File: src/rtl/tick_prescaler_pkg.sv
// Shared state encoding and parameter-legality helpers for the tick prescaler.
package tick_pkg;

  typedef enum logic [1:0] {
    ST_STOPPED  = 2'd0,
    ST_RUNNING  = 2'd1,
    ST_STEPPING = 2'd2
  } state_e;

  localparam int unsigned DIVISOR_MIN = 32'd1;

  // Upper bound is 2**cnt_w; widened so cnt_w up to 32 cannot overflow.
  function automatic bit divisor_legal(input int unsigned div, input int unsigned cnt_w);
    longint unsigned max_div;
    max_div = 64'd1 << cnt_w;
    return (div >= DIVISOR_MIN) && (64'(div) <= max_div);
  endfunction

endpackage

File: src/rtl/tick_prescaler_if.sv
// Control/status bundle for tick_prescaler; square exists only with TICK_PRESCALER_SQUARE_EN.
interface tick_prescaler_if #(
  parameter int CNT_W = 4
) ();
  logic             run;
  logic             step;
  logic             tick;
  logic             busy;
  logic [CNT_W-1:0] phase;
`ifdef TICK_PRESCALER_SQUARE_EN
  logic             square;

  modport master (output run, output step, input tick, input busy, input phase, input square);
  modport slave  (input run, input step, output tick, output busy, output phase, output square);
`else
  modport master (output run, output step, input tick, input busy, input phase);
  modport slave  (input run, input step, output tick, output busy, output phase);
`endif
endinterface

File: src/rtl/tick_prescaler_mod_counter.sv
// CNT_W-bit modulo-DIVISOR counter with clear (priority), enable and terminal-count flag.
module mod_counter #(
  parameter int DIVISOR = 16,
  parameter int CNT_W   = 4
) (
  input  logic             clock,
  input  logic             reset,
  input  logic             i_clr,
  input  logic             i_en,
  output logic [CNT_W-1:0] o_count,
  output logic             o_wrap
);
  localparam logic [CNT_W-1:0] LAST = CNT_W'(DIVISOR - 1);

  logic [CNT_W-1:0] r_count;

  // Wrap compares against DIVISOR-1 so non-power-of-2 divisors work.
  assign o_wrap  = (r_count == LAST);
  assign o_count = r_count;

  always_ff @(posedge clock) begin
    if (reset) begin
      r_count <= {CNT_W{1'b0}};
    end else if (i_clr) begin
      r_count <= {CNT_W{1'b0}};
    end else if (i_en) begin
      r_count <= o_wrap ? {CNT_W{1'b0}} : (r_count + CNT_W'(1));
    end else begin
      r_count <= r_count;
    end
  end

endmodule

File: src/rtl/tick_prescaler.sv
// Clock-enable prescaler with run/stop/single-step control.
// Optional square-wave output enabled by TICK_PRESCALER_SQUARE_EN.
module tick_prescaler
  import tick_pkg::*;
#(
  parameter int DIVISOR = 16,
  parameter int CNT_W   = 4
) (
  input  logic           clock,
  input  logic           reset,
  tick_prescaler_if.slave bus
);

  if (!divisor_legal(DIVISOR, CNT_W)) begin : g_bad_divisor
    $error("tick_prescaler: DIVISOR out of range 1..2**CNT_W");
  end

  state_e           r_state;
  state_e           w_state_nxt;
  logic             w_clr;
  logic             w_wrap;
  logic             w_tick_nxt;
  logic [CNT_W-1:0] w_count;
  logic             r_tick;
  logic             r_busy;

  mod_counter #(
    .DIVISOR (DIVISOR),
    .CNT_W   (CNT_W)
  ) u_counter (
    .clock   (clock),
    .reset   (reset),
    .i_clr   (w_clr),
    .i_en    (!w_clr),
    .o_count (w_count),
    .o_wrap  (w_wrap)
  );

  // Stop beats a coincident wrap; a step that sees run goes straight to RUNNING.
  always_comb begin
    w_state_nxt = r_state;
    w_clr       = 1'b0;
    w_tick_nxt  = 1'b0;
    case (r_state)
      ST_STOPPED: begin
        w_clr = 1'b1;
        if (bus.run) begin
          w_state_nxt = ST_RUNNING;
        end else if (bus.step) begin
          w_state_nxt = ST_STEPPING;
        end else begin
          w_state_nxt = ST_STOPPED;
        end
      end
      ST_RUNNING: begin
        if (!bus.run) begin
          w_state_nxt = ST_STOPPED;
          w_clr       = 1'b1;
        end else begin
          w_state_nxt = ST_RUNNING;
          w_tick_nxt  = w_wrap;
        end
      end
      ST_STEPPING: begin
        w_tick_nxt = w_wrap;
        if (bus.run) begin
          w_state_nxt = ST_RUNNING;
        end else if (w_wrap) begin
          w_state_nxt = ST_STOPPED;
        end else begin
          w_state_nxt = ST_STEPPING;
        end
      end
      default: begin
        w_state_nxt = ST_STOPPED;
        w_clr       = 1'b1;
      end
    endcase
  end

  always_ff @(posedge clock) begin
    if (reset) begin
      r_state <= ST_STOPPED;
      r_tick  <= 1'b0;
      r_busy  <= 1'b0;
    end else begin
      r_state <= w_state_nxt;
      r_tick  <= w_tick_nxt;
      r_busy  <= (w_state_nxt != ST_STOPPED);
    end
  end

  assign bus.tick  = r_tick;
  assign bus.busy  = r_busy;
  assign bus.phase = w_count;

`ifdef TICK_PRESCALER_SQUARE_EN
  logic r_square;

  // Toggles on each registered tick; holds through STOPPED, cleared only by reset.
  always_ff @(posedge clock) begin
    if (reset) begin
      r_square <= 1'b0;
    end else if (w_tick_nxt) begin
      r_square <= !r_square;
    end else begin
      r_square <= r_square;
    end
  end

  assign bus.square = r_square;
`endif

endmodule

File: src/flat_wrapper.sv
// flat-port wrapper written by rule: the top's interface ports become plain ports
module tick_prescaler_flat import tick_pkg::*;
#(
  parameter int DIVISOR = 16,
  parameter int CNT_W   = 4
)
  (clock, reset, bus_run, bus_step, bus_tick, bus_busy, bus_phase);
  tick_prescaler_if #(.CNT_W(CNT_W)) bus_i ();
  input  logic clock;
  input  logic reset;
  input wire logic [$bits(bus_i.run)-1:0] bus_run;
  input wire logic [$bits(bus_i.step)-1:0] bus_step;
  output wire logic [$bits(bus_i.tick)-1:0] bus_tick;
  output wire logic [$bits(bus_i.busy)-1:0] bus_busy;
  output wire logic [$bits(bus_i.phase)-1:0] bus_phase;
  assign bus_i.run = bus_run;
  assign bus_i.step = bus_step;
  assign bus_tick = bus_i.tick;
  assign bus_busy = bus_i.busy;
  assign bus_phase = bus_i.phase;
  tick_prescaler #(.DIVISOR(DIVISOR), .CNT_W(CNT_W)) u_core (.clock(clock), .reset(reset), .bus(bus_i));
endmodule
File: config.mk
export PLATFORM = sky130hd
export DESIGN_NAME = tick_prescaler_flat
export DESIGN_NICKNAME = d
export VERILOG_FILES = /design/src/rtl/tick_prescaler_pkg.sv /design/src/rtl/tick_prescaler_if.sv /design/src/rtl/tick_prescaler_mod_counter.sv /design/src/rtl/tick_prescaler.sv /design/src/flat_wrapper.sv
export SDC_FILE = /design/constraint.sdc
export NUM_CORES = 1
export LEC_CHECK = 0
export ABC_AREA = 1
export BUFFER_PORTS_ARGS = -buffer_cell sky130_fd_sc_hd__buf_2
export CAP_MARGIN = 0
export CORE_AREA = 2 2 39 41
export DETAILED_ROUTE_END_ITERATION = 7
export DIE_AREA = 0 0 41 43
export HOLD_SLACK_MARGIN = 0.03
export PLACE_DENSITY = 0.44
export SYNTH_ARGS = -nofsm -noshare
export SYNTH_HDL_FRONTEND = slang
export SYNTH_SLANG_ARGS = --single-unit
File: constraint.sdc
create_clock -name clock -period 1.15 [get_ports clock]
set_input_delay 0.23 -clock clock [delete_from_list [all_inputs] [get_ports clock]]
set_output_delay 0.23 -clock clock [all_outputs]
set_load 0.02 [all_outputs]
==> summary.txt, run 1 <==
Outcome
  – Status: finished clean

Placed design
  – Gpl congestion: just over 0.7
  – Placed cell area: 475.5 um2
  – Placed cell count: 75
  – Worst slack, placed: -0.02041 ns
  – Dpl hpwl: around 540 um
  – Buffers added on ports: 9

Drt
  – Antenna viol nets, final: 0
  – DR iter-0 viols: 4
  – DR WL/cell: 9.658 um
  – Via count: around 330
  – TritonRoute pass-1 iters: 3
  – Final wirelength: ~760 um
  – Drt via density: between 4 and 5
  – DR DRC count: 0

Clock network
  – Hold-fix buffers at CTS: 0
  – Root Buffer Master: clkbuf_4
  – Clk slew on worst S/H paths: 0.06 ns
  – CTS Sinks: 8
  – Clock latency on the worst-skew pair: approximately 0.25 ns
  – CTS Buf Count: 3
  – Max clock buf depth: 2
  – CTS tree: yes
  – H-tree Lvls: 1

Setup path
  – CP delay by family, top: flip-flops
  – Max incr delay on CP: roughly 0.34 ns
  – Crit Path Max Fanout: 3
  – CP startpoint: u_core.r_state[1]
  – CP Capture Point: u_core.bus.busy
  – Required time of the critical path: around 1.3 ns
  – Worst r2r src: u_core.r_state[1]
  – Cell count of the worst reg-to-reg path: 6
  – Reg2reg end: u_core.bus.busy
  – Critical path class: reg -> reg
  – Slowest-stage cell, CP: dfxtp_2
  – Worst setup SP type: flip-flop
  – Reg2Reg Setup Slack: 0.05 ns
  – Most common cell on crit path: inv_1
  – CP Depth: 6
  – Crit path buffers/inverters: 2
  – Crit end category: flip-flop
  – Crit path arrival time: between 1 and 1.5 ns
  – Crit path cell chain: inv_1 -> ha_2 -> nor2_4 -> inv_1 -> o21ai_2 -> nand2_1

STA
  – Skew final: 0.005900 ns
  – Worst slew margin: between 80% and 90%
  – Endpoints failing setup: 0
  – Fin. max-slew vios: 0
  – Fin crit share: between 90% and 100%
  – Final Hold Vio Count: 0
  – Setup tns final: 0 ns
  – Max Fclk: approximately 900 MHz
  – Final setup margin: 0.05429 ns
  – Worst Max-Slew Pin Slew: about 0.19 ns
  – Post-route minimum period: approximately 1.1 ns
  – RSZ-0062 raised after global routing: true

Finish
  – Antenna Cells: 0
  – Final #Nets: 74
  – Final Util: 39.24%
  – Most frequent cells in the layout: 8 x nand2_1, 8 x buf_2, 7 x inv_1, 7 x buf_4, 5 x dfxtp_1
  – Layout cells sized above 1: about half
  – Area added between synthesis and finish: 45.64%
  – Non-filler instance count after layout: 79
  – Fillers: 151
  – Design Area, Final: 543.0 um2

Logic synthesis
  – Post-synthesis register bit count: 8
  – Distinct cells, synth: 13
  – Syn_nets: between 50 and 60
  – Avg Cell Area, Syn: 8.286 um2
  – Cells after synthesis: 45
  – Synth Cell Area: 372.9 um2
  – Seq/Total Area, Yosys: between 40% and 50%
  – Ys Warns: 0

Floorplan
  – I/O pin cnt: 10
  – Std-Cell Rows: 14
  – Die Area: between 1500 and 2000 um2
  – Starting Density: ~27%
  – Die Y: 43 um
  – Std-Cell Core Area: around 1400 um2
  – Die Wd: slightly above 40 um

Global route
  – First-pass GRT wire length: 1152 um
  – Total gr overflow: 0
  – Pin count of the biggest net entering global routing: 6
  – GRT Resource Usage Total: 10.85%
  – Initial antenna violation count: 0
  – Number of global-route vias before repair: approximately 290

Power
  – Seq pwr share: 48.8%
  – Combinational power share: 16.1%
  – Power per cell area: 1118 nW/um2
  – Sw Ratio: 25.15%
  – Psw: ~150 uW
  – Peak supply drop: 0.0006888 V
  – Internal power: approximately 450 uW
  – LEAKAGE: roughly 0.00027 uW
  – Clock group share of total power: a little over a third

Min path
  – HP Start: bus_run
  – Worst hold path class: in -> reg
  – WHS Path Cells: 4

Job
  – MaxCap Viol Count: 0
-- worst register-to-register path: stages, from the launching register on --
cell	delay [ns]
dfxtp_2	0.34
inv_1	0.06
ha_2	0.19
nor2_4	0.12
inv_1	0.06
o21ai_2	0.14
nand2_1	0.06
-- power by group through the flow --
stage	clock network (uW)	registers, uW	logic, uW
global route	245	297	110
CTS	226	295	84.1
detailed placement	0	301	77.7
finish	213	296	98.0
floorplan	0	309	34.2
global placement	0	300	79.2
-- routing by layer --
layer / global-route usage (%) / share of wire (%)
met1: 11.94 / 45
met2: 13.75 / 47
met4: 6.000 / 1.2
met3: 9.424 / 6.6
met5: 0 / 0
-- worst min path at each step --
stage                        end  slack, ns
2_1_floorplan  u_core.r_state[1]       0.40
3_3_place_gp     u_core.bus.tick       0.52
3_5_place_dp     u_core.bus.tick       0.53
4_1_cts        u_core.r_state[0]       0.28
5_1_grt        u_core.r_state[1]       0.29
6_report       u_core.r_state[1]       0.28
-- cells in the mapped netlist, drive strengths merged --
cell / number / share of area, %
nand4: 1 / 1.7
nor3: 2 / 2.7
nand3: 3 / 5.4
nor2: 6 / 6.0
ha: 5 / 17
inv: 8 / 8.1
o21ai: 2 / 2.7
nor3b: 1 / 3.4
xnor2: 1 / 2.3
nand2: 8 / 8.1
dfxtp: 8 / 43
-- registers in the layout, summed over array words and instances, names as in the netlist --
name                      flops
u_core.r_state                2
u_core.bus.busy               1
u_core.bus.tick               1
u_core.u_counter.o_count      4
-- area by class of cell --
| cell class | count | area (um2) | share of cell area [%] |
|---|---|---|---|
| inverter | 8 | 30.03 | 5.530 |
| clock buffer | 3 | 22.52 | 4.147 |
| tap | 16 | 20.02 | 3.687 |
| multi-input combinational | 29 | 214.0 | 39.40 |
| timing repair buffer | 15 | 92.59 | 17.05 |
| sequential | 8 | 163.9 | 30.18 |
-- kinds of logic after synthesis --
logic type / Yosys count / share of synthesized area (%)
simple gates: 21 / 27.18
flops: 8 / 42.95
fa+ha+maj: 5 / 16.78
xor+xnor: 1 / 2.349
compound gates: 2 / 2.682
buf+inv: 8 / 8.054
-- through the flow --
stage	hold WS (ns)	total power, uW
after floorplan	0.3990	343.4
after global placement	0.5172	379.5
after detailed placement	0.5262	378.2
after CTS	0.2798	604.8
after global routing	0.2913	651.5
final	0.2826	606.9
-- what timing repair did --
action | CTS | global route
buffers inserted | 0 | 1
gates resized for setup | 3 | 12
pin swaps | 0 | 5
endpoints found under the setup margin | 6 | 10
(Power assumes the default switching activity.)
==> run 2: changes to the inputs <==
Settings changed: PLACE_DENSITY 0.44 to 0.46, SLEW_MARGIN set to 15.
Clock period 1.15 ns to 0.9 ns, I/O delays scaled along.
==> run 2 against run 1 <==
The run now ends with negative setup slack left; first-iteration DRC count is the same; register-to-register slack lost 0.21 ns; sequential power grew 26%; fmax grew 4.1%; global-route usage grew 1.0 points; count of clock-buffer cells in the layout grew 1; critical path depth is the same; clock skew shrank 0.0029 ns; clock power grew 38%; sequential share of layout area shrank 2.9 points; total power grew 34%; highest routed layer is now met3.
==> summary.txt, run 2 (synthesis results as in run 1) <==
Outcome
  – Status: finished, violations left
  – Violated checks: negative setup slack

STA
  – Final setup margin: -0.1524 ns
  – Setup tns final: -1.087 ns
  – Endpoints failing setup: 12
  – Skew final: slightly above 0.003 ns
  – Worst Max-Slew Pin Slew: roughly 0.15 ns
  – RSZ-0062 raised after global routing: true
  – Final Hold Vio Count: 0
  – Worst slew margin: about nine tenths
  – Max Fclk: 950.2 MHz
  – Fin. max-slew vios: 0
  – Post-route minimum period: around 1.1 ns
  – Fin crit share: 116.9%

Finish
  – Max reg flops: 4
  – Antenna Cells: 0
  – Most frequent cells in the layout: 9 x buf_6, 6 x dfxtp_4, 5 x inv_1, 5 x nand2_1
  – Area taken by multi-input logic gates: about 260 um2
  – Final #Nets: 75
  – Area added between synthesis and finish: 80.54%
  – Commonest non-fill, non-tap cell in the layout: buf_6
  – Design Area, Final: between 600 and 700 um2
  – Fillers: ~130
  – Storage cell area: 183.9 um2
  – Layout cells sized above 1: roughly two thirds
  – Non-filler instance count after layout: 81

Clock network
  – Root Buffer Master: clkbuf_4
  – Clock latency on the worst-skew pair: between 0.2 and 0.3 ns
  – CTS tree: yes
  – Clk slew on worst S/H paths: 0.06 ns
  – CTS Buf Count: 3
  – Max clock buf depth: 2
  – H-tree Lvls: 1
  – CTS Sinks: 8
  – Hold-fix buffers at CTS: 0

Global route
  – Pin count of the biggest net entering global routing: 6
  – Number of global-route vias before repair: roughly 320
  – Initial antenna violation count: 0
  – First-pass GRT wire length: approximately 1300 um
  – Total gr overflow: 0
  – GRT Resource Usage Total: between 10% and 20%

Setup path
  – Reg2Reg Setup Slack: -0.15 ns
  – Worst setup SP type: flip-flop
  – Crit Path Max Fanout: 3
  – Crit end category: flip-flop
  – Critical path class: reg -> reg
  – Required time of the critical path: between 1 and 1.5 ns
  – Crit path arrival time: about 1.2 ns

Floorplan
  – Std-Cell Core Area: around 1400 um2
  – Starting Density: a little over a quarter
  – I/O pin cnt: 10
  – Std-Cell Rows: 14
  – Die Y: 43 um
  – Die Wd: a little over 40 um
  – Die Area: approximately 1800 um2

Drt
  – Antenna viol nets, final: 0
  – DR DRC count: 0
  – TritonRoute pass-1 iters: 4
  – DR iter-0 viols: 4
  – Via count: 344
  – DR WL/cell: approximately 9.5 um
  – Drt via density: 4.247
  – Final wirelength: approximately 770 um

Placed design
  – Placed cell area: approximately 500 um2
  – Buffers added on ports: 9
  – Dpl hpwl: 560.3 um
  – Placed cell count: 74
  – Gpl congestion: 0.7415

Power
  – LEAKAGE: ~0.0003 uW
  – Final Total Pwr: 814.4 uW
  – Power per cell area: between 1000 and 1500 nW/um2
  – Peak supply drop: 0.0006326 V

Job
  – MaxCap Viol Count: 0

Min path
  – Worst hold path class: in -> reg
run 2: report_power, final:
part           switching, uW  internal [uW]
Sequential              16.6            357
Combinational           72.1           72.9
Clock                    126            170
Total                    214            600
run 2: through the flow:
stage          hold slack (ns)  util [%]  worst slack (ns)
2_1_floorplan           0.3421         -          -0.08793
3_5_place_dp            0.4974     36.08           -0.2103
5_1_grt                 0.2162     48.64           -0.2094
3_3_place_gp            0.4928     36.08           -0.2110
4_1_cts                 0.2078     44.67           -0.1583
6_report                0.2155     48.64           -0.1524
run 2: area by class of cell:
cell class	count	area share (%)
clock buffer	4	3.903
inverter	8	5.204
multi-input combinational	29	38.85
sequential	8	27.32
tap	16	2.974
timing repair buffer	16	21.75
run 2: worst max-delay path: stages (launching register included):
cell	delay, ns
dfxtp_4	0.38
inv_4	0.04
ha_4	0.16
nor2_4	0.12
inv_2	0.04
o21ai_2	0.13
nand2_1	0.07
run 2: path summary, 6_finish.rpt:
path | start | end | depth (start not counted)
worst max-delay path | u_core.r_state[0] | u_core.bus.busy | 6
worst min-delay path | bus_run | u_core.r_state[1] | 4
worst max register to register | u_core.r_state[0] | u_core.bus.busy | 6
worst min register to register | u_core.u_counter.o_count[2] | u_core.u_counter.o_count[2] | 2
run 2: timing repair:
item | 4_1_cts | 5_1_grt
resized for setup | 25 | 12
setup buffers | 1 | 2
hold endpoints to repair | 0 | 0
pin swaps | 7 | 3
endpoints found under the setup margin | 13 | 14
run 2: metal layers:
| metal | vias to the layer above | wire (um) | global-route usage (%) |
|---|---|---|---|
| met5 | - | 0 | 0 |
| li1 | 180 | - | - |
| met1 | 154 | 314 | 12.94 |
| met4 | 0 | 0 | 6.000 |
| met3 | 0 | 45 | 9.424 |
| met2 | 10 | 412 | 15.94 |
